==> src/rtl/mem_arb_pkg.sv <==
// Shared types and constants for the instruction/data memory port arbiter.
package mem_arb_pkg;

    localparam int MaskWidth = 4;

    typedef enum logic [1:0] {
        IDLE,
        BUSY,
        RESP
    } arb_state_e;

    typedef enum logic {
        GRANT_INSTR,
        GRANT_DATA
    } arb_grant_e;

endpackage : mem_arb_pkg

==> src/rtl/mem_arb_watchdog.sv <==
// Watchdog for one memory access.
// The count is cleared on every grant and advances once per BUSY cycle.
// 'expired' rises during the BUSY cycle in which the count reaches TimeoutCycles.
module mem_arb_watchdog #(
    parameter int TimeoutCycles = 16
) (
    input  logic clk,
    input  logic rst,
    input  logic clear,
    input  logic enable,
    output logic expired
);

    localparam int CountWidth = $clog2(TimeoutCycles + 1);
    localparam logic [CountWidth-1:0] LastCount = CountWidth'(TimeoutCycles - 1);
    localparam logic [CountWidth-1:0] MaxCount  = CountWidth'(TimeoutCycles);

    logic [CountWidth-1:0] r_count;

    // Count BUSY cycles since the grant. Saturate so the count cannot wrap.
    always_ff @(posedge clk) begin
        if (!rst) begin
            r_count <= '0;
        end else if (clear) begin
            r_count <= '0;
        end else if (enable && (r_count != MaxCount)) begin
            r_count <= r_count + 1'b1;
        end
    end

    // The current BUSY cycle is the last one permitted for this access.
    assign expired = enable && (r_count == LastCount);

endmodule : mem_arb_watchdog

==> src/rtl/mem_port_arbiter.sv <==
// Arbitrates the instruction-fetch and data requesters onto one shared memory port.
// The sequence is IDLE (grant) -> BUSY (wait for mem_valid or the watchdog) -> RESP (one-cycle valid).
// Optional feature: define ARB_ROUND_ROBIN_EN to resolve conflicts round-robin using a last-grant flop.
// Without it, data always wins a conflict.
module mem_port_arbiter
    import mem_arb_pkg::*;
#(
    parameter int DataWidth     = 32,
    parameter int TimeoutCycles = 16
) (
    input  logic                 clk,
    input  logic                 rst,

    input  logic                 instr_request,
    input  logic [DataWidth-1:0] instr_address,
    input  logic [MaskWidth-1:0] instr_mask,
    output logic                 instr_valid,
    output logic [DataWidth-1:0] instr_rdata,
    output logic                 instr_err,

    input  logic                 data_request,
    input  logic                 data_we_re,
    input  logic [DataWidth-1:0] data_address,
    input  logic [DataWidth-1:0] data_wdata,
    input  logic [MaskWidth-1:0] data_mask,
    output logic                 data_valid,
    output logic [DataWidth-1:0] data_rdata,
    output logic                 data_err,

    output logic                 mem_request,
    output logic                 mem_we_re,
    output logic [DataWidth-1:0] mem_address,
    output logic [DataWidth-1:0] mem_wdata,
    output logic [MaskWidth-1:0] mem_mask,
    input  logic                 mem_valid,
    input  logic [DataWidth-1:0] mem_rdata
);

    arb_state_e           r_state;
    arb_grant_e           r_grant;
    logic                 r_mem_request;
    logic                 r_mem_we_re;
    logic [DataWidth-1:0] r_mem_address;
    logic [DataWidth-1:0] r_mem_wdata;
    logic [MaskWidth-1:0] r_mem_mask;
    logic                 r_instr_valid;
    logic [DataWidth-1:0] r_instr_rdata;
    logic                 r_instr_err;
    logic                 r_data_valid;
    logic [DataWidth-1:0] r_data_rdata;
    logic                 r_data_err;

    arb_grant_e           w_grant;
    logic                 w_start;
    logic                 w_busy;
    logic                 w_expired;

    assign w_start = (r_state == IDLE) && (instr_request || data_request);
    assign w_busy  = (r_state == BUSY);

`ifdef ARB_ROUND_ROBIN_EN
    arb_grant_e r_last_grant;

    // Remember who was granted most recently so a conflict goes to the other side.
    always_ff @(posedge clk) begin
        if (!rst) begin
            r_last_grant <= GRANT_INSTR;
        end else if (w_start) begin
            r_last_grant <= w_grant;
        end
    end

    // A lone request wins outright. On a conflict, the side not served last wins.
    always_comb begin
        w_grant = data_request ? GRANT_DATA : GRANT_INSTR;
        if (instr_request && data_request) begin
            w_grant = (r_last_grant == GRANT_INSTR) ? GRANT_DATA : GRANT_INSTR;
        end
    end
`else
    // Fixed priority: any data request beats a fetch.
    always_comb begin
        w_grant = data_request ? GRANT_DATA : GRANT_INSTR;
    end
`endif

    mem_arb_watchdog #(
        .TimeoutCycles(TimeoutCycles)
    ) u_watchdog (
        .clk    (clk),
        .rst    (rst),
        .clear  (w_start),
        .enable (w_busy),
        .expired(w_expired)
    );

    // Main FSM: capture the granted request, wait for completion, and issue one response pulse.
    always_ff @(posedge clk) begin
        if (!rst) begin
            r_state       <= IDLE;
            r_grant       <= GRANT_INSTR;
            r_mem_request <= 1'b0;
            r_mem_we_re   <= 1'b0;
            r_mem_address <= '0;
            r_mem_wdata   <= '0;
            r_mem_mask    <= '0;
            r_instr_valid <= 1'b0;
            r_instr_rdata <= '0;
            r_instr_err   <= 1'b0;
            r_data_valid  <= 1'b0;
            r_data_rdata  <= '0;
            r_data_err    <= 1'b0;
        end else begin
            r_instr_valid <= 1'b0;
            r_data_valid  <= 1'b0;
            case (r_state)
                IDLE: begin
                    if (w_start) begin
                        r_grant       <= w_grant;
                        r_mem_request <= 1'b1;
                        if (w_grant == GRANT_DATA) begin
                            r_mem_we_re   <= data_we_re;
                            r_mem_address <= data_address;
                            r_mem_wdata   <= data_wdata;
                            r_mem_mask    <= data_mask;
                        end else begin
                            r_mem_we_re   <= 1'b0;
                            r_mem_address <= instr_address;
                            r_mem_wdata   <= '0;
                            r_mem_mask    <= instr_mask;
                        end
                        r_state <= BUSY;
                    end
                end
                BUSY: begin
                    // A memory answer in the expiry cycle still counts as success.
                    if (mem_valid || w_expired) begin
                        r_mem_request <= 1'b0;
                        if (r_grant == GRANT_DATA) begin
                            r_data_valid <= 1'b1;
                            r_data_err   <= !mem_valid;
                            r_data_rdata <= (mem_valid && !r_mem_we_re) ? mem_rdata : '0;
                        end else begin
                            r_instr_valid <= 1'b1;
                            r_instr_err   <= !mem_valid;
                            r_instr_rdata <= mem_valid ? mem_rdata : '0;
                        end
                        r_state <= RESP;
                    end
                end
                RESP: begin
                    r_state <= IDLE;
                end
                default: begin
                    r_state <= IDLE;
                end
            endcase
        end
    end

    assign mem_request = r_mem_request;
    assign mem_we_re   = r_mem_we_re;
    assign mem_address = r_mem_address;
    assign mem_wdata   = r_mem_wdata;
    assign mem_mask    = r_mem_mask;
    assign instr_valid = r_instr_valid;
    assign instr_rdata = r_instr_rdata;
    assign instr_err   = r_instr_err;
    assign data_valid  = r_data_valid;
    assign data_rdata  = r_data_rdata;
    assign data_err    = r_data_err;

endmodule : mem_port_arbiter

==> config.mk <==
export PLATFORM = sky130hd
export DESIGN_NAME = mem_port_arbiter
export DESIGN_NICKNAME = d
export VERILOG_FILES = /design/src/rtl/mem_arb_pkg.sv /design/src/rtl/mem_arb_watchdog.sv /design/src/rtl/mem_port_arbiter.sv
export SDC_FILE = /design/constraint.sdc
export NUM_CORES = 1
export LEC_CHECK = 0
export BUFFER_PORTS_ARGS = -buffer_cell sky130_fd_sc_hd__buf_4
export CORE_MARGIN = 8
export CORE_UTILIZATION = 40
export DETAILED_ROUTE_END_ITERATION = 6
export GPL_TIMING_DRIVEN = 0
export MAX_ROUTING_LAYER = met4
export PLACE_DENSITY_LB_ADDON = 0.3
export SLEW_MARGIN = 0
export SYNTH_ARGS = -nofsm -noshare
export SYNTH_HDL_FRONTEND = slang
export SYNTH_SLANG_ARGS = --single-unit
==> constraint.sdc <==
create_clock -name clk -period 2.8 [get_ports clk]
set_input_delay 0.28 -clock clk [delete_from_list [all_inputs] [get_ports clk]]
set_output_delay 0.28 -clock clk [all_outputs]
set_load 0.005 [all_outputs]
==> impl_metrics.prom <==
# TYPE chip_impl_metric gauge
chip_impl_info{name="outcome",value="finished, final reports clean"} 1
chip_impl_metric{name="final_min_period_over_clock_period",unit=""} 0.7218
chip_impl_metric{name="dp_hpwl",unit="um"} 14360
chip_impl_metric{name="cts-htree-levels",unit=""} 4
chip_impl_info{name="grt_setup_unrepaired",value="false"} 1
chip_impl_metric{name="setup_ws",unit="ns"} 0.7789
chip_impl_metric{name="cts_setup_buffers",unit=""} 0
chip_impl_metric{name="die_area",unit="um2"} 19170
chip_impl_metric{name="drt-pass1-iter-count",unit=""} 6
chip_impl_metric{name="pin_count_of_the_biggest_net_entering_global_routing",unit=""} 17
chip_impl_metric{name="postSynthCellCount",unit=""} 586
chip_impl_metric{name="synthesis.area",unit="um2"} 5998
chip_impl_metric{name="antenna_left",unit=""} 0
chip_impl_metric{name="grt_usage",unit=""} 0.1882
chip_impl_metric{name="hold_viol_final",unit=""} 0
chip_impl_info{name="cts_tree",value="done"} 1
chip_impl_metric{name="routed_wire_length_per_instance",unit="um"} 17.06
chip_impl_info{name="cts.root.buffer_cell",value="sky130_fd_sc_hd__clkbuf_16"} 1
chip_impl_metric{name="num_antenna_cells",unit=""} 0
chip_impl_metric{name="critical_path_required",unit="ns"} 3.14
chip_impl_metric{name="setup_viol_count_final",unit=""} 0
chip_impl_metric{name="max_slew.worst_pin.slew",unit="ns"} 0.7227
chip_impl_metric{name="clkSlewWorstSetupHoldPaths",unit="ns"} 0.06
chip_impl_metric{name="antenna_found_initial",unit=""} 0
chip_impl_metric{name="vias_in_the_first_global_route",unit=""} 5416
chip_impl_metric{name="wl",unit="um"} 18400
chip_impl_metric{name="finalWorstPathRequiredPeriod",unit="ns"} 2.021
chip_impl_metric{name="cts_repair_resize_count",unit=""} 0
chip_impl_metric{name="die_height",unit="um"} 138.5
chip_impl_metric{name="finalSetupTns",unit="ns"} 0
chip_impl_metric{name="synthesis.area_per_instance",unit="um2"} 10.24
chip_impl_metric{name="slew_headroom",unit=""} 0.5182
chip_impl_metric{name="drc",unit=""} 0
chip_impl_info{name="timing_worst_setup_path_type",value="register to register"} 1
chip_impl_metric{name="finalWeightedCongestion",unit=""} 0.7956
chip_impl_metric{name="floorplan.initialDensity",unit=""} 0.4111
chip_impl_metric{name="timing.fmax",unit="MHz"} 494.8
chip_impl_metric{name="count_of_routing_violations_after_the_opening_detailed_route_iteration",unit=""} 240
chip_impl_info{name="min_path_type",value="primary input to register"} 1
chip_impl_metric{name="core_region_area",unit="um2"} 14590
chip_impl_metric{name="cts.sink_count",unit=""} 146
chip_impl_metric{name="yosys_warnings",unit=""} 0
chip_impl_metric{name="cap_viol_max_count",unit=""} 0
chip_impl_metric{name="drt-vias-per-instance",unit=""} 5.009
chip_impl_metric{name="power",unit="mW"} 5.274
chip_impl_metric{name="first_pass_grt_wire_length",unit="um"} 28840
chip_impl_metric{name="insertion_delay",unit="ns"} 0.41
chip_impl_metric{name="grt-ovfl-total",unit=""} 0
chip_impl_metric{name="tritoncts.num_buffers",unit=""} 17
chip_impl_metric{name="power_density_of_the_placed_cells",unit="nW/um2"} 594.0
chip_impl_metric{name="ir_worst_vdd",unit="mV"} 0.3997
chip_impl_metric{name="worst_ep_arrival_time",unit="ns"} 2.36
chip_impl_metric{name="finalMaxSlewViolations",unit=""} 0
chip_impl_metric{name="leakage",unit="nW"} 4.151
chip_impl_metric{name="pin_count",unit=""} 280
chip_impl_metric{name="fin_worst_skew",unit="ns"} 0.01183
chip_impl_metric{name="port-buffer-count",unit=""} 278
chip_impl_metric{name="cp_max_fo",unit=""} 10
chip_impl_info{name="start_kind",value="register"} 1
chip_impl_metric{name="layout-drive-gt1-share",unit=""} 0.4246
chip_impl_info{name="cp-end-kind",value="register"} 1
chip_impl_metric{name="row_count",unit=""} 44
chip_impl_metric{name="synth.net_count",unit=""} 731
chip_impl_metric{name="via_count",unit=""} 5405
chip_impl_metric{name="signed_area_change_from_the_synthesized_netlist_to_the_final_layout",unit="%"} 48.04
chip_impl_metric{name="ctsHoldBuffers",unit=""} 0
chip_impl_metric{name="flops_latches_synth",unit=""} 146
chip_impl_metric{name="post_synthesis_sequential_area_ratio",unit=""} 0.4873
chip_impl_metric{name="cts_max_path_buffers",unit=""} 2
chip_impl_metric{name="pre_cts_slack",unit="ns"} 0.7769
chip_impl_metric{name="yosys.cell_types.count",unit=""} 37
chip_impl_metric{name="die_w",unit="um"} 138.5
chip_impl_metric{name="nNetsFinal",unit=""} 1028
## metrics by stage
step,instance area (um2),util,hold WS (ns),cells
after floorplan,5998,-,0.4127,586
final,8880,0.6087,0.08210,1079
after global placement,8315,0.5700,0.4448,1048
after global routing,8880,0.6087,0.06535,1079
after detailed placement,8315,0.5700,0.4462,1048
after CTS,8880,0.6087,0.06215,1079
## final cells by class
type,instances,area [um2]
clock buffer,18,429.2
tap,184,230.2
buffer,55,316.6
timing repair buffer,278,2087
clock inverter,13,135.1
inverter,5,18.77
fill,1272,5709
multi-input combinational,380,2740
sequential,146,2923
## critical path, cell delays in order, from the launching register on
cell and delay (ns):
sky130_fd_sc_hd__dfxtp_1 0.33, sky130_fd_sc_hd__ha_1 0.21, sky130_fd_sc_hd__and3_1 0.18, sky130_fd_sc_hd__ha_1 0.22, sky130_fd_sc_hd__nor2_4 0.20, sky130_fd_sc_hd__nand3b_1 0.15, sky130_fd_sc_hd__buf_2 0.24, sky130_fd_sc_hd__buf_6 0.21
sky130_fd_sc_hd__mux2i_1 0.21
## logic make-up (layout without fill, tap and decap cells)
logic type | Yosys count | in the layout | synth area share
AOI/OAI and AO/OA | 120 | 120 | 0.1640
adders and majority gates | 3 | 3 | 0.006258
and+or+nand+nor | 155 | 155 | 0.1164
buffers and inverters | 60 | 369 | 0.05590
muxes | 102 | 102 | 0.1702
DFF | 146 | 146 | 0.4873
## cells in the final DEF (no fill, tap or decap), types with 3 or more instances in the layout
cell type                   instances
sky130_fd_sc_hd__a22o_1            33
sky130_fd_sc_hd__clkbuf_1          17
sky130_fd_sc_hd__inv_1              4
sky130_fd_sc_hd__a21oi_1           42
sky130_fd_sc_hd__mux2i_1          102
sky130_fd_sc_hd__ha_1               3
sky130_fd_sc_hd__nand3_1           35
sky130_fd_sc_hd__clkbuf_16         17
sky130_fd_sc_hd__buf_6             10
sky130_fd_sc_hd__nand2_1          100
sky130_fd_sc_hd__clkinv_2           5
sky130_fd_sc_hd__buf_1              3
sky130_fd_sc_hd__a211oi_1           6
sky130_fd_sc_hd__buf_2             25
sky130_fd_sc_hd__a211oi_2          30
sky130_fd_sc_hd__dfxtp_1          146
sky130_fd_sc_hd__buf_4            279
sky130_fd_sc_hd__o21ai_0            5
## metal layers
layer	vias to the layer above	track usage	part of all wire
met5	-	-	0
met4	0	0.05721	0.014
met3	18	0.05000	0.058
met2	183	0.2957	0.48
met1	2532	0.2318	0.45
li1	2672	-	-
## path summary, 6_finish.rpt
check	start	to	cells past startpoint	slack (ns)
hold reg to reg	data_rdata[22]$_SDFFE_PN0P_	data_rdata[22]$_SDFFE_PN0P_	2	0.46
hold / removal	data_wdata[0]	mem_wdata[0]$_SDFFE_PN0P_	2	0.08
setup reg to reg	u_watchdog.r_count[0]$_SDFFE_PP0P_	data_rdata[7]$_SDFFE_PN0P_	8	0.78
setup / recovery	u_watchdog.r_count[0]$_SDFFE_PP0P_	data_rdata[7]$_SDFFE_PN0P_	8	0.78
## flip-flops by register name (all words and copies together), names as in the netlist, 2 cells and up
name                flops
mem_wdata              32
r_state                 2
instr_rdata            32
data_rdata             32
mem_address            32
mem_mask                4
u_watchdog.r_count      5
## cells in the mapped netlist
master | instances | area share
sky130_fd_sc_hd__nor3_4 | 1 | 0.0027
sky130_fd_sc_hd__nand3_1 | 35 | 0.029
sky130_fd_sc_hd__a21oi_2 | 1 | 0.0015
sky130_fd_sc_hd__nor4_1 | 1 | 0.0010
sky130_fd_sc_hd__a22o_1 | 33 | 0.048
sky130_fd_sc_hd__a221oi_2 | 1 | 0.0025
sky130_fd_sc_hd__inv_1 | 4 | 0.0025
sky130_fd_sc_hd__nand2_1 | 100 | 0.063
sky130_fd_sc_hd__or4_1 | 1 | 0.0013
sky130_fd_sc_hd__nand3b_1 | 1 | 0.0013
sky130_fd_sc_hd__a21oi_1 | 42 | 0.035
sky130_fd_sc_hd__nor2b_1 | 1 | 0.0010
sky130_fd_sc_hd__nand2b_1 | 2 | 0.0021
sky130_fd_sc_hd__mux2i_1 | 102 | 0.17
sky130_fd_sc_hd__or3_1 | 1 | 0.0010
sky130_fd_sc_hd__clkbuf_1 | 16 | 0.010
sky130_fd_sc_hd__a211oi_2 | 30 | 0.063
sky130_fd_sc_hd__buf_4 | 1 | 0.0013
sky130_fd_sc_hd__a21o_1 | 2 | 0.0025
sky130_fd_sc_hd__buf_2 | 25 | 0.021
sky130_fd_sc_hd__nor2_1 | 2 | 0.0013
sky130_fd_sc_hd__nor2_2 | 1 | 0.0010
sky130_fd_sc_hd__and3b_1 | 1 | 0.0015
sky130_fd_sc_hd__and2_1 | 1 | 0.0010
sky130_fd_sc_hd__and3_1 | 2 | 0.0021
sky130_fd_sc_hd__inv_2 | 1 | 0.00063
sky130_fd_sc_hd__or2_1 | 1 | 0.0010
sky130_fd_sc_hd__ha_1 | 3 | 0.0063
sky130_fd_sc_hd__nor3_1 | 1 | 0.00083
sky130_fd_sc_hd__buf_1 | 3 | 0.0019
sky130_fd_sc_hd__a211oi_1 | 6 | 0.0075
sky130_fd_sc_hd__nand4bb_1 | 1 | 0.0019
sky130_fd_sc_hd__dfxtp_1 | 146 | 0.49
sky130_fd_sc_hd__nor4bb_1 | 1 | 0.0017
sky130_fd_sc_hd__nor2_4 | 1 | 0.0019
sky130_fd_sc_hd__o21ai_0 | 5 | 0.0042
sky130_fd_sc_hd__buf_6 | 10 | 0.019
## report_power, final
part | internal (mW) | total [mW] | switching [mW]
clock | 1.31 | 2.18 | 0.870
sequential | 2.19 | 2.26 | 0.0643
combinational | 0.449 | 0.841 | 0.392
(Power assumes the default switching activity.)
